### src/rtl/pc_pkg.sv
// Shared types and default constants for the PC generator and its RAS.
// Optional feature macro: PC_GEN_RAS_EN (return-address stack).
package pc_pkg;

    localparam int PC_W_DEFAULT      = 32;
    localparam int STRIDE_DEFAULT    = 4;
    localparam int RAS_DEPTH_DEFAULT = 4;
    localparam logic [PC_W_DEFAULT-1:0] RESET_VEC_DEFAULT = '0;

    // Program-counter type at the default width. Modules with a
    // non-default PC_W use logic [PC_W-1:0] of the same shape.
    typedef logic [PC_W_DEFAULT-1:0] pc_t;

    // Fetch FSM: BOOT is the single cycle after reset release.
    typedef enum logic {
        BOOT = 1'b0,
        RUN  = 1'b1
    } pc_state_e;

endpackage

### src/rtl/pc_ras.sv
// Return-address stack: circular buffer with write pointer and count.
// A push at full overwrites the oldest entry. Push and pop in the same
// cycle replace the top entry. A pop on empty is ignored.
// Instantiated by pc_gen only when PC_GEN_RAS_EN is defined.
module pc_ras
    import pc_pkg::*;
#(
    parameter int W     = PC_W_DEFAULT,
    parameter int DEPTH = RAS_DEPTH_DEFAULT
) (
    input  logic         clk,
    input  logic         rst_n,
    input  logic         push,
    input  logic         pop,
    input  logic [W-1:0] push_data,
    output logic [W-1:0] top,
    output logic         empty
);

    localparam int PTR_W = $clog2(DEPTH);
    localparam int CNT_W = PTR_W + 1;

    logic [W-1:0]     mem [DEPTH];
    logic [PTR_W-1:0] ptr_reg;      // next slot to write
    logic [CNT_W-1:0] cnt_reg;      // valid entries, saturates at DEPTH
    logic [PTR_W-1:0] top_idx;
    logic             do_pop;

    assign top_idx = ptr_reg - PTR_W'(1);
    assign do_pop  = pop && (cnt_reg != '0);
    assign top     = mem[top_idx];
    assign empty   = (cnt_reg == '0);

    // Pointer and count bookkeeping; replace-top leaves both unchanged.
    always_ff @(posedge clk or negedge rst_n) begin
        if (!rst_n) begin
            ptr_reg <= '0;
            cnt_reg <= '0;
        end else if (push && do_pop) begin
            ptr_reg <= ptr_reg;
            cnt_reg <= cnt_reg;
        end else if (push) begin
            ptr_reg <= ptr_reg + PTR_W'(1);
            if (cnt_reg != CNT_W'(DEPTH)) begin
                cnt_reg <= cnt_reg + CNT_W'(1);
            end
        end else if (do_pop) begin
            ptr_reg <= top_idx;
            cnt_reg <= cnt_reg - CNT_W'(1);
        end
    end

    // Entry storage; a simultaneous pop redirects the write onto the top slot.
    always_ff @(posedge clk) begin
        if (push) begin
            if (do_pop) begin
                mem[top_idx] <= push_data;
            end else begin
                mem[ptr_reg] <= push_data;
            end
        end
    end

endmodule

### src/rtl/pc_gen.sv
// Fetch program-counter generator with valid/ready fetch handshake.
// Next-PC priority: trap > redirect > RAS return > sequential > hold.
// Non-sequential targets are aligned down to STRIDE; flushes apply
// regardless of stall/fetch_ready. Optional return-address stack is
// enabled with macro PC_GEN_RAS_EN; without it ras_empty is tied high.
module pc_gen
    import pc_pkg::*;
#(
    parameter int              PC_W      = PC_W_DEFAULT,
    parameter logic [PC_W-1:0] RESET_VEC = '0,
    parameter int              STRIDE    = STRIDE_DEFAULT,
    parameter int              RAS_DEPTH = RAS_DEPTH_DEFAULT
) (
    input  logic            clk,
    input  logic            rst_n,
    input  logic            stall,
    input  logic            redirect_valid,
    input  logic [PC_W-1:0] redirect_pc,
    input  logic            trap_valid,
    input  logic [PC_W-1:0] trap_pc,
    input  logic            call_valid,
    input  logic [PC_W-1:0] call_ret_pc,
    input  logic            ret_valid,
    output logic            fetch_valid,
    output logic [PC_W-1:0] fetch_pc,
    input  logic            fetch_ready,
    output logic            ras_empty
);

    localparam logic [PC_W-1:0] STRIDE_PC  = PC_W'(STRIDE);
    localparam logic [PC_W-1:0] ALIGN_MASK = ~(STRIDE_PC - PC_W'(1));

    pc_state_e       state_reg;
    logic [PC_W-1:0] pc_reg;
    logic            valid_reg;
    logic [PC_W-1:0] pc_next;
    logic            advance;
    logic            ras_ret_take;
    logic [PC_W-1:0] ras_top;

    assign advance     = fetch_ready && !stall;
    assign fetch_pc    = pc_reg;
    assign fetch_valid = valid_reg;

`ifdef PC_GEN_RAS_EN
    logic ras_push;
    logic ras_pop;
    logic ras_empty_int;

    // Stack traffic only while fetching; a trap in the same cycle wins.
    assign ras_push     = (state_reg == RUN) && call_valid && !trap_valid;
    assign ras_pop      = (state_reg == RUN) && ret_valid && !ras_empty_int && !trap_valid;
    assign ras_ret_take = (state_reg == RUN) && ret_valid && !ras_empty_int;
    assign ras_empty    = ras_empty_int;

    pc_ras #(
        .W     (PC_W),
        .DEPTH (RAS_DEPTH)
    ) u_ras (
        .clk       (clk),
        .rst_n     (rst_n),
        .push      (ras_push),
        .pop       (ras_pop),
        .push_data (call_ret_pc),
        .top       (ras_top),
        .empty     (ras_empty_int)
    );
`else
    logic unused_ras_inputs;

    assign unused_ras_inputs = ^{call_valid, call_ret_pc, ret_valid};
    assign ras_ret_take      = 1'b0;
    assign ras_top           = '0;
    assign ras_empty         = 1'b1;
`endif

    // Next-PC selection; BOOT only honours trap/redirect, else holds.
    always_comb begin
        pc_next = pc_reg;
        if (trap_valid) begin
            pc_next = trap_pc & ALIGN_MASK;
        end else if (redirect_valid) begin
            pc_next = redirect_pc & ALIGN_MASK;
        end else if (ras_ret_take) begin
            pc_next = ras_top & ALIGN_MASK;
        end else if ((state_reg == RUN) && advance) begin
            pc_next = pc_reg + STRIDE_PC;
        end
    end

    // Fetch FSM with registered valid and PC.
    always_ff @(posedge clk or negedge rst_n) begin
        if (!rst_n) begin
            state_reg <= BOOT;
            valid_reg <= 1'b0;
            pc_reg    <= RESET_VEC;
        end else begin
            pc_reg <= pc_next;
            case (state_reg)
                BOOT: begin
                    state_reg <= RUN;
                    valid_reg <= 1'b1;
                end
                default: begin
                    state_reg <= RUN;
                    valid_reg <= 1'b1;
                end
            endcase
        end
    end

endmodule

### config.mk
export PLATFORM = sky130hd
export DESIGN_NAME = pc_gen
export DESIGN_NICKNAME = d
export VERILOG_FILES = /design/src/rtl/pc_pkg.sv /design/src/rtl/pc_ras.sv /design/src/rtl/pc_gen.sv
export SDC_FILE = /design/constraint.sdc
export NUM_CORES = 1
export LEC_CHECK = 0
export ABC_AREA = 1
export BUFFER_PORTS_ARGS = -buffer_cell sky130_fd_sc_hd__buf_2
export CAP_MARGIN = 20
export CELL_PAD_IN_SITES_DETAIL_PLACEMENT = 0
export CELL_PAD_IN_SITES_GLOBAL_PLACEMENT = 1
export CORE_AREA = 5 5 98 100
export DETAILED_ROUTE_END_ITERATION = 16
export DIE_AREA = 0 0 103 105
export PLACE_DENSITY_LB_ADDON = 0.1
export SKIP_CTS_REPAIR_TIMING = 1
export SLEW_MARGIN = 20
export SYNTH_ARGS = -nofsm -noshare
export SYNTH_HDL_FRONTEND = slang
export SYNTH_SLANG_ARGS = --single-unit
export TNS_END_PERCENT = 50
### constraint.sdc
create_clock -name clk -period 3.54 [get_ports clk]
set_input_delay 0.177 -clock clk [delete_from_list [all_inputs] [get_ports clk]]
set_output_delay 0.177 -clock clk [all_outputs]
set_load 0.02 [all_outputs]
# == Word-level counts from Yosys, hierarchy flattened ==
# Index checks and enable logic that the tools add are counted.
# word_totals
regBits,33
in_bits,104
# classes
addsub,1
muxes,3
n_reduce_logical,4
# op_table
op,n
32-bit 2-to-1 mux,3
32-bit by 3-bit adder with 32-bit output (second input constant),1
3-bit nonzero test,1
1-bit logical AND,2
1-bit zero test,1

# == Longest topological paths before layout ==
# Gate-level depths: netlist (run 1).
# logic_depth
word_depth,6
depth_mapped,11
depth_no_buf,11

# == Worst setup path before layout (run 1) ==
# No wires, ideal clock.
# synth_timing
kind,reg2reg
from,"register pc_reg[3], in the netlist fetch_pc[3]"
to,"register pc_reg[22], in the netlist fetch_pc[22]"
setup_ns,0.117
arrival_time_ns,1.437
required_ns,3.423
slack_ns,1.986
path_stages_with_launch,11
n_path_buf,0
synth_period_minus_slack_ns,1.554
cell_sequence,dfrtp_1 -> ha_1 -> nand2_1 -> nor2_4 -> nand2_2 -> nor2_4 -> nand3_1 -> nand2_1 -> o21ai_0 -> nand2_1 -> nand2_1
# synth_via
elab_chain_len,4
# synth_lines
item,line,text
"start, declared",pc_gen.sv:34,logic [PC_W-1:0] pc_reg;
"start signal, assigned",pc_gen.sv:98,pc_reg <= pc_next;
32-bit by 3-bit adder with 32-bit output,pc_gen.sv:87,pc_next = pc_reg + STRIDE_PC;
32-bit 2-to-1 mux,pc_gen.sv:86,end else if ((state_reg == RUN) && advance) begin
32-bit 2-to-1 mux,pc_gen.sv:82,end else if (redirect_valid) begin
32-bit 2-to-1 mux,pc_gen.sv:80,if (trap_valid) begin
# Every way passes these cells. The select of a mux whose other input is x is not followed.
# A chain may end at the register's enable or synchronous reset.

==> run_results.csv, run 1 <==
group,metric,value,unit
drt,vias_per_cell,4.72,
drt,drtAntennaViolNets,0,
power_and_ir_drop,switching_share,40.6,%
power_and_ir_drop,power.switching,456,uW
final_layout,fin_nets,637,
clock_network,cts_num_sinks,31,
power_and_ir_drop,seqPwrFrac,41.8,%
power_and_ir_drop,pwr-share-comb,34.4,%
clock_network,clk_pin_slew_worst_paths,70,ps
timing,fin_crit_sh,52.7,%
critical_path,crit_fanout,26,
run_status,outcome,"finished with violations",
synth,syn_area_per_cell,6.06,um2
power_and_ir_drop,clkPwrFrac,23.8,%
floorplan,initial_utilization,31.4,%
drt,top_layer_used,"met4",
synth,ys_seq_area_share,28.8,%
power_and_ir_drop,leakagePower,1.62,nW
run_status,violations,"hold timing",
drt,drtIter0Drc,120,
critical_path,arrival,2020,ps
timing,fin_crit,1870,ps
drt,met1Wirelength,4470,um
drt,firstDrtPassIters,4,
final_layout,most-common-layout-cells,"nand2_1, nor2_1, buf_2, a21oi_1, dfrtp_1",
final_layout,stdcell_count,639,
clock_network,htreeDepth,2,
floorplan,die_x,103,um
grt,grt_pass1_vias,2945,
synth,synth-seq-cells,31,
synth,ys.warnings.count,0,
timing,slew_violations,0,
hold_path,holdCritPathClass,"input pin to async pin",
floorplan,rows,34,
final_layout,layout_commonest_cell,"nand2_1",
power_and_ir_drop,power.total,1.12,mW
drt,dr_total_vias,3018,
clock_network,cts_tree,"yes",
timing,setup_violations,0,
critical_path,critPathRequiredTime,3700,ps
power_and_ir_drop,p_int,668,uW
grt,grt.total_usage,17.2,%
synth,netlist-cell-type-count,34,
timing,hold_violations,31,
final_layout,drive_gt1_share,23.5,%
drt,wl_met3,541,um
final_layout,multi_input_area,1670,um2
power_and_ir_drop,p_per_area,344,nW/um2
floorplan,io_pins,138,
critical_path,end_kind,"flip-flop",
timing,slew_headroom,46.8,%
placed_design,dp_hpwl,6780,um
drt,wl_met2,4080,um
timing,worst_hold_slack,-15.2,ps
clock_network,clock_latency,280,ps
timing,worst_pin_slew,798,ps
placed_design,routabilityCongestion,0.847,
grt,overflow,0,
placed_design,place.port_buffers,96,
floorplan,dieArea,10800,um2
placed_design,placedCellCount,633,
clock_network,cts_buffers,5,
floorplan,coreArea,8590,um2
timing,clock_skew,3.21,ps
synth,syn_area,2700,um2
flow_run,drv_cap,0,
timing,clock.fmax,536,MHz
critical_path,cp-start-kind,"flip-flop",
final_layout,final_util,38.1,%
clock_network,clockBufferDepth,2,
final_layout,diodes,0,
drt,drcViolationCount,0,
timing,fin_setup_tns,0,ps
critical_path,crit_type,"flip-flop to flip-flop",
power_and_ir_drop,ir_drop,0.138,mV
synth,synthCells,445,
final_layout,fillerInstances,979,
final_layout,area.growth.synth_to_final,21.3,%
floorplan,die_h,105,um
grt,grt_max_degree,50,
drt,drt_wl_total,9200,um
timing,rsz0062_at_grt,"false",
grt,grt_pass1_wl,14800,um
final_layout,seq_area,776,um2
clock_network,clock-root-buffer,"clkbuf_8",
drt,routedWlPerCell,14.4,um
grt,antenna_found_initial,0,
## per-stage QoR
step                area, um2  worst slack [ps]
floorplan                2710              1990
global placement         3200              1480
detailed placement       3200              1490
CTS                      3270              1640
global route             3270              1490
finish                   3270              1670
## layer usage
metal | vias up | track usage, %
met5 | - | 0
li1 | 1582 | -
met3 | 7 | 2.40
met1 | 1346 | 24.6
met2 | 83 | 27.1
met4 | 0 | 4.16
## cell families after synthesis
| family | after synthesis | synth area share, % |
|---|---|---|
| other cells | 2 | 0.278 |
| compound gates | 73 | 14.6 |
| fa+ha+maj | 1 | 0.464 |
| buf+inv | 51 | 9.74 |
| xor+xnor | 9 | 2.92 |
| simple gates | 278 | 43.2 |
| flops | 31 | 28.8 |
## worst paths after layout
check,startpoint,to,slack (ps),cells after the start
worst min-delay path,rst_n,fetch_pc[5]$_DFFE_PN0P_,-20,1
worst max register to register,fetch_valid$_DFF_PN0_,fetch_pc[24]$_DFFE_PN0P_,1670,8
min in group clk,trap_pc[2],fetch_pc[2]$_DFFE_PN0P_,170,3
max in group asynchronous,rst_n,fetch_pc[30]$_DFFE_PN0P_,3050,1
worst min register to register,fetch_pc[3]$_DFFE_PN0P_,fetch_pc[3]$_DFFE_PN0P_,570,2
worst max-delay path,fetch_valid$_DFF_PN0_,fetch_pc[24]$_DFFE_PN0P_,1670,8
## sequential cells by signal, indices dropped and copies added (netlist names)
name	cells
fetch_pc	30
fetch_valid	1
## synthesized netlist by cell type, drive strengths merged
master	count	area [um2]
a211oi	1	7.51
nand3	30	150
o21bai	1	7.51
dlygate4sd1	1	8.76
o21ai	19	95.1
o211ai	1	7.51
nor2	113	474
or2	1	6.26
nand2	130	508
a22oi	5	37.5
xnor2	3	26.3
and2	1	6.26
dfrtp	31	776
ha	1	12.5
conb	2	7.51
xor2	6	52.6
o22ai	2	12.5
a21o	1	7.51
a21oi	43	219
buf	10	56.3
inv	30	120
nand3b	2	15.0
clkbuf	10	77.6
nand4	1	6.26
## power by group through the flow
stage	Sequential, mW	Clock, mW	Combinational, mW
3_5_place_dp	0.477	0	0.389
6_report	0.469	0.268	0.387
5_1_grt	0.480	0.293	0.436
3_3_place_gp	0.476	0	0.388
2_1_floorplan	0.511	0	0.209
4_1_cts	0.470	0.277	0.391
## cell type report
cell class	instances	share of cell area (%)
multi-input combinational	365	50.9
sequential	31	23.7
timing repair buffer	99	15.4
tap	108	4.13
inverter	30	3.67
clock buffer	6	2.22
## worst max-delay path, stage by stage (launching register included)
cell      delay, ps
dfrtp_1         380
nand3b_1         80
nand2_1          50
buf_4           210
inv_1           410
buf_4           390
nor2_1           70
nand2_1          70
o21ai_0          70
(Power assumes the default switching activity.)
==> run 2, diff against run 1 <==
--- a/config.mk
+++ b/config.mk
@@ -10,9 +10,9 @@
 export CAP_MARGIN = 20
 export CELL_PAD_IN_SITES_DETAIL_PLACEMENT = 0
 export CELL_PAD_IN_SITES_GLOBAL_PLACEMENT = 1
-export CORE_AREA = 5 5 98 100
+export CORE_AREA = 5 5 106 108
 export DETAILED_ROUTE_END_ITERATION = 16
-export DIE_AREA = 0 0 103 105
+export DIE_AREA = 0 0 111 113
 export PLACE_DENSITY_LB_ADDON = 0.1
 export SKIP_CTS_REPAIR_TIMING = 1
 export SLEW_MARGIN = 20
==> constraint.sdc (replaced) <==
create_clock -name clk -period 1.53 [get_ports clk]
set_input_delay 0.0765 -clock clk [delete_from_list [all_inputs] [get_ports clk]]
set_output_delay 0.0765 -clock clk [all_outputs]
set_load 0.02 [all_outputs]
==> run_results.csv, run 2 (synthesized netlist as in run 1, its figures left out) <==
group,metric,value,unit
run_status,outcome,"finished with violations",
run_status,violations,"setup timing",
critical_path,ff2ff_path_depth,11,
grt,grt_max_degree,43,
final_layout,drive_gt1_share,32.7,%
floorplan,coreArea,10100,um2
clock_network,clock_latency,290,ps
power_and_ir_drop,ir_drop,0.294,mV
power_and_ir_drop,p_int,1.72,mW
grt,antenna_found_initial,0,
drt,drcViolationCount,0,
final_layout,fillerInstances,1117,
critical_path,r2r_start,"fetch_pc[3]$_DFFE_PN0P_",
clock_network,cts_num_sinks,31,
power_and_ir_drop,power.switching,1.15,mW
power_and_ir_drop,switching_share,40.1,%
critical_path,crit_family,"simple AND/OR/NAND/NOR gates",
timing,slew_violations,0,
timing,hold_violations,0,
drt,drtIter0Drc,152,
clock_network,cts_tree,"yes",
clock_network,clock-root-buffer,"clkbuf_8",
final_layout,fin_nets,680,
critical_path,worst-path-stages,11,
timing,setup_ws,-34.4,ps
placed_design,place.port_buffers,96,
critical_path,cpPeakStageDelay,410,ps
timing,rsz0062_at_grt,"true",
critical_path,reg2reg_to,"fetch_pc[23]$_DFFE_PN0P_",
critical_path,crit_type,"flip-flop to flip-flop",
drt,met1Wirelength,5030,um
hold_path,holdCritPathClass,"input pin to flip-flop",
timing,fin_crit_sh,102,%
drt,wl_met2,4610,um
critical_path,cp_common_cell,"nand2_1",
placed_design,placed_area,3540,um2
critical_path,reg2reg_setup_slack,-30,ps
critical_path,crit_fanout,6,
hold_path,whs_path_depth,3,
clock_network,cts_buffers,5,
final_layout,stdcell_count,711,
critical_path,path_cells,"buf_6 -> nand2_4 -> nor2_4 -> nand2_4 -> nor2_4 -> nand2_1 -> nand2_1 -> nand3_2 -> nand2_1 -> nand2_1 -> o21ai_1",
clock_network,clockBufferDepth,2,
drt,dr_total_vias,3208,
floorplan,die_h,113,um
critical_path,crit_start,"fetch_pc[3]$_DFFE_PN0P_",
drt,drtAntennaViolNets,0,
final_layout,layout_commonest_cell,"nand2_1",
final_layout,largest_reg_flops,30,
final_layout,final_cell_area,3800,um2
drt,wl_met3,428,um
critical_path,end_kind,"flip-flop",
grt,grt_pass1_wl,16200,um
critical_path,slowest_stage,"dfrtp_2",
final_layout,most-common-layout-cells,"nand2_1, buf_2, nor2_1, a21oi_1, buf_4",
critical_path,arrival,1780,ps
clock_network,clk_pin_slew_worst_paths,70,ps
grt,overflow,0,
floorplan,initial_utilization,26.6,%
flow_run,drv_cap,0,
critical_path,critPathRequiredTime,1740,ps
power_and_ir_drop,p_per_area,754,nW/um2
power_and_ir_drop,pwr-share-comb,40.6,%
floorplan,dieArea,12500,um2
grt,grt_pass1_vias,3142,
power_and_ir_drop,clkPwrFrac,22.7,%
floorplan,io_pins,138,
critical_path,critPathCapture,"fetch_pc[23]$_DFFE_PN0P_",
drt,firstDrtPassIters,4,
floorplan,die_x,111,um
final_layout,seq_area,777,um2
placed_design,routabilityCongestion,0.811,
drt,top_layer_used,"met4",
grt,grt.total_usage,16.0,%
final_layout,diodes,0,
drt,drt_wl_total,10100,um
timing,fin_setup_tns,-64.2,ps
timing,worst_hold_slack,63.8,ps
clock_network,htreeDepth,2,
floorplan,rows,37,
drt,routedWlPerCell,14.2,um
timing,setup_violations,5,
critical_path,cp-start-kind,"flip-flop",
timing,fin_crit,1560,ps
timing,clock_skew,11.2,ps
timing,clock.fmax,639,MHz
power_and_ir_drop,seqPwrFrac,36.8,%
final_layout,area.growth.synth_to_final,41.0,%
placed_design,dp_hpwl,7730,um
drt,vias_per_cell,4.51,
final_layout,multi_input_area,1780,um2
critical_path,timing.critical_path.buf_inv,1,
power_and_ir_drop,leakagePower,1.88,nW
placed_design,placedCellCount,698,
## run 2: changes by cell type in the layout (fill, tap and decap cells not counted), sizes merged
| cell | previous run | this run |
|---|---|---|
| buf | 99 | 141 |
| dlygate4sd3 | 0 | 1 |
| clkbuf | 6 | 7 |
## run 2: power groups by stage
stage	registers (mW)	clock network [mW]	logic [mW]
after floorplan	1.18	0	0.483
after global placement	1.06	0	1.10
after detailed placement	1.06	0	1.11
after CTS	1.05	0.670	1.11
after global routing	1.07	0.698	1.29
final	1.05	0.650	1.16
## run 2: stage by stage
stage | total power [mW] | setup WS, ps | utilization (%)
2_1_floorplan | 1.66 | 2.63 | -
3_3_place_gp | 2.16 | -6.45 | 34.9
3_5_place_dp | 2.17 | -34.6 | 34.9
4_1_cts | 2.83 | -57.3 | 35.7
5_1_grt | 3.06 | -164 | 37.5
6_report | 2.87 | -34.4 | 37.5
## run 2: cell type report
type | count | area share [%]
timing repair buffer | 142 | 23.1
multi-input combinational | 365 | 46.9
inverter | 30 | 3.16
tap | 136 | 4.48
sequential | 31 | 20.4
clock buffer | 7 | 2.01
## run 2: worst min-delay path: stages
cell and delay, ps:
buf_2 80, a211oi_1 60, o22ai_1 90
## run 2: per-layer routing
metal  vias up  global-route usage, %
met5         -                      0
met4         0                   2.63
li1       1663                      -
met3         6                   2.89
met2        74                   26.0
met1      1465                   22.5
## run 2: worst min path at each step
stage,from,endpoint
2_1_floorplan,rst_n,fetch_pc[10]$_DFFE_PN0P_
3_3_place_gp,rst_n,fetch_pc[14]$_DFFE_PN0P_
3_5_place_dp,rst_n,fetch_pc[18]$_DFFE_PN0P_
4_1_cts,rst_n,fetch_pc[17]$_DFFE_PN0P_
5_1_grt,redirect_pc[4],fetch_pc[4]$_DFFE_PN0P_
6_report,redirect_pc[4],fetch_pc[4]$_DFFE_PN0P_
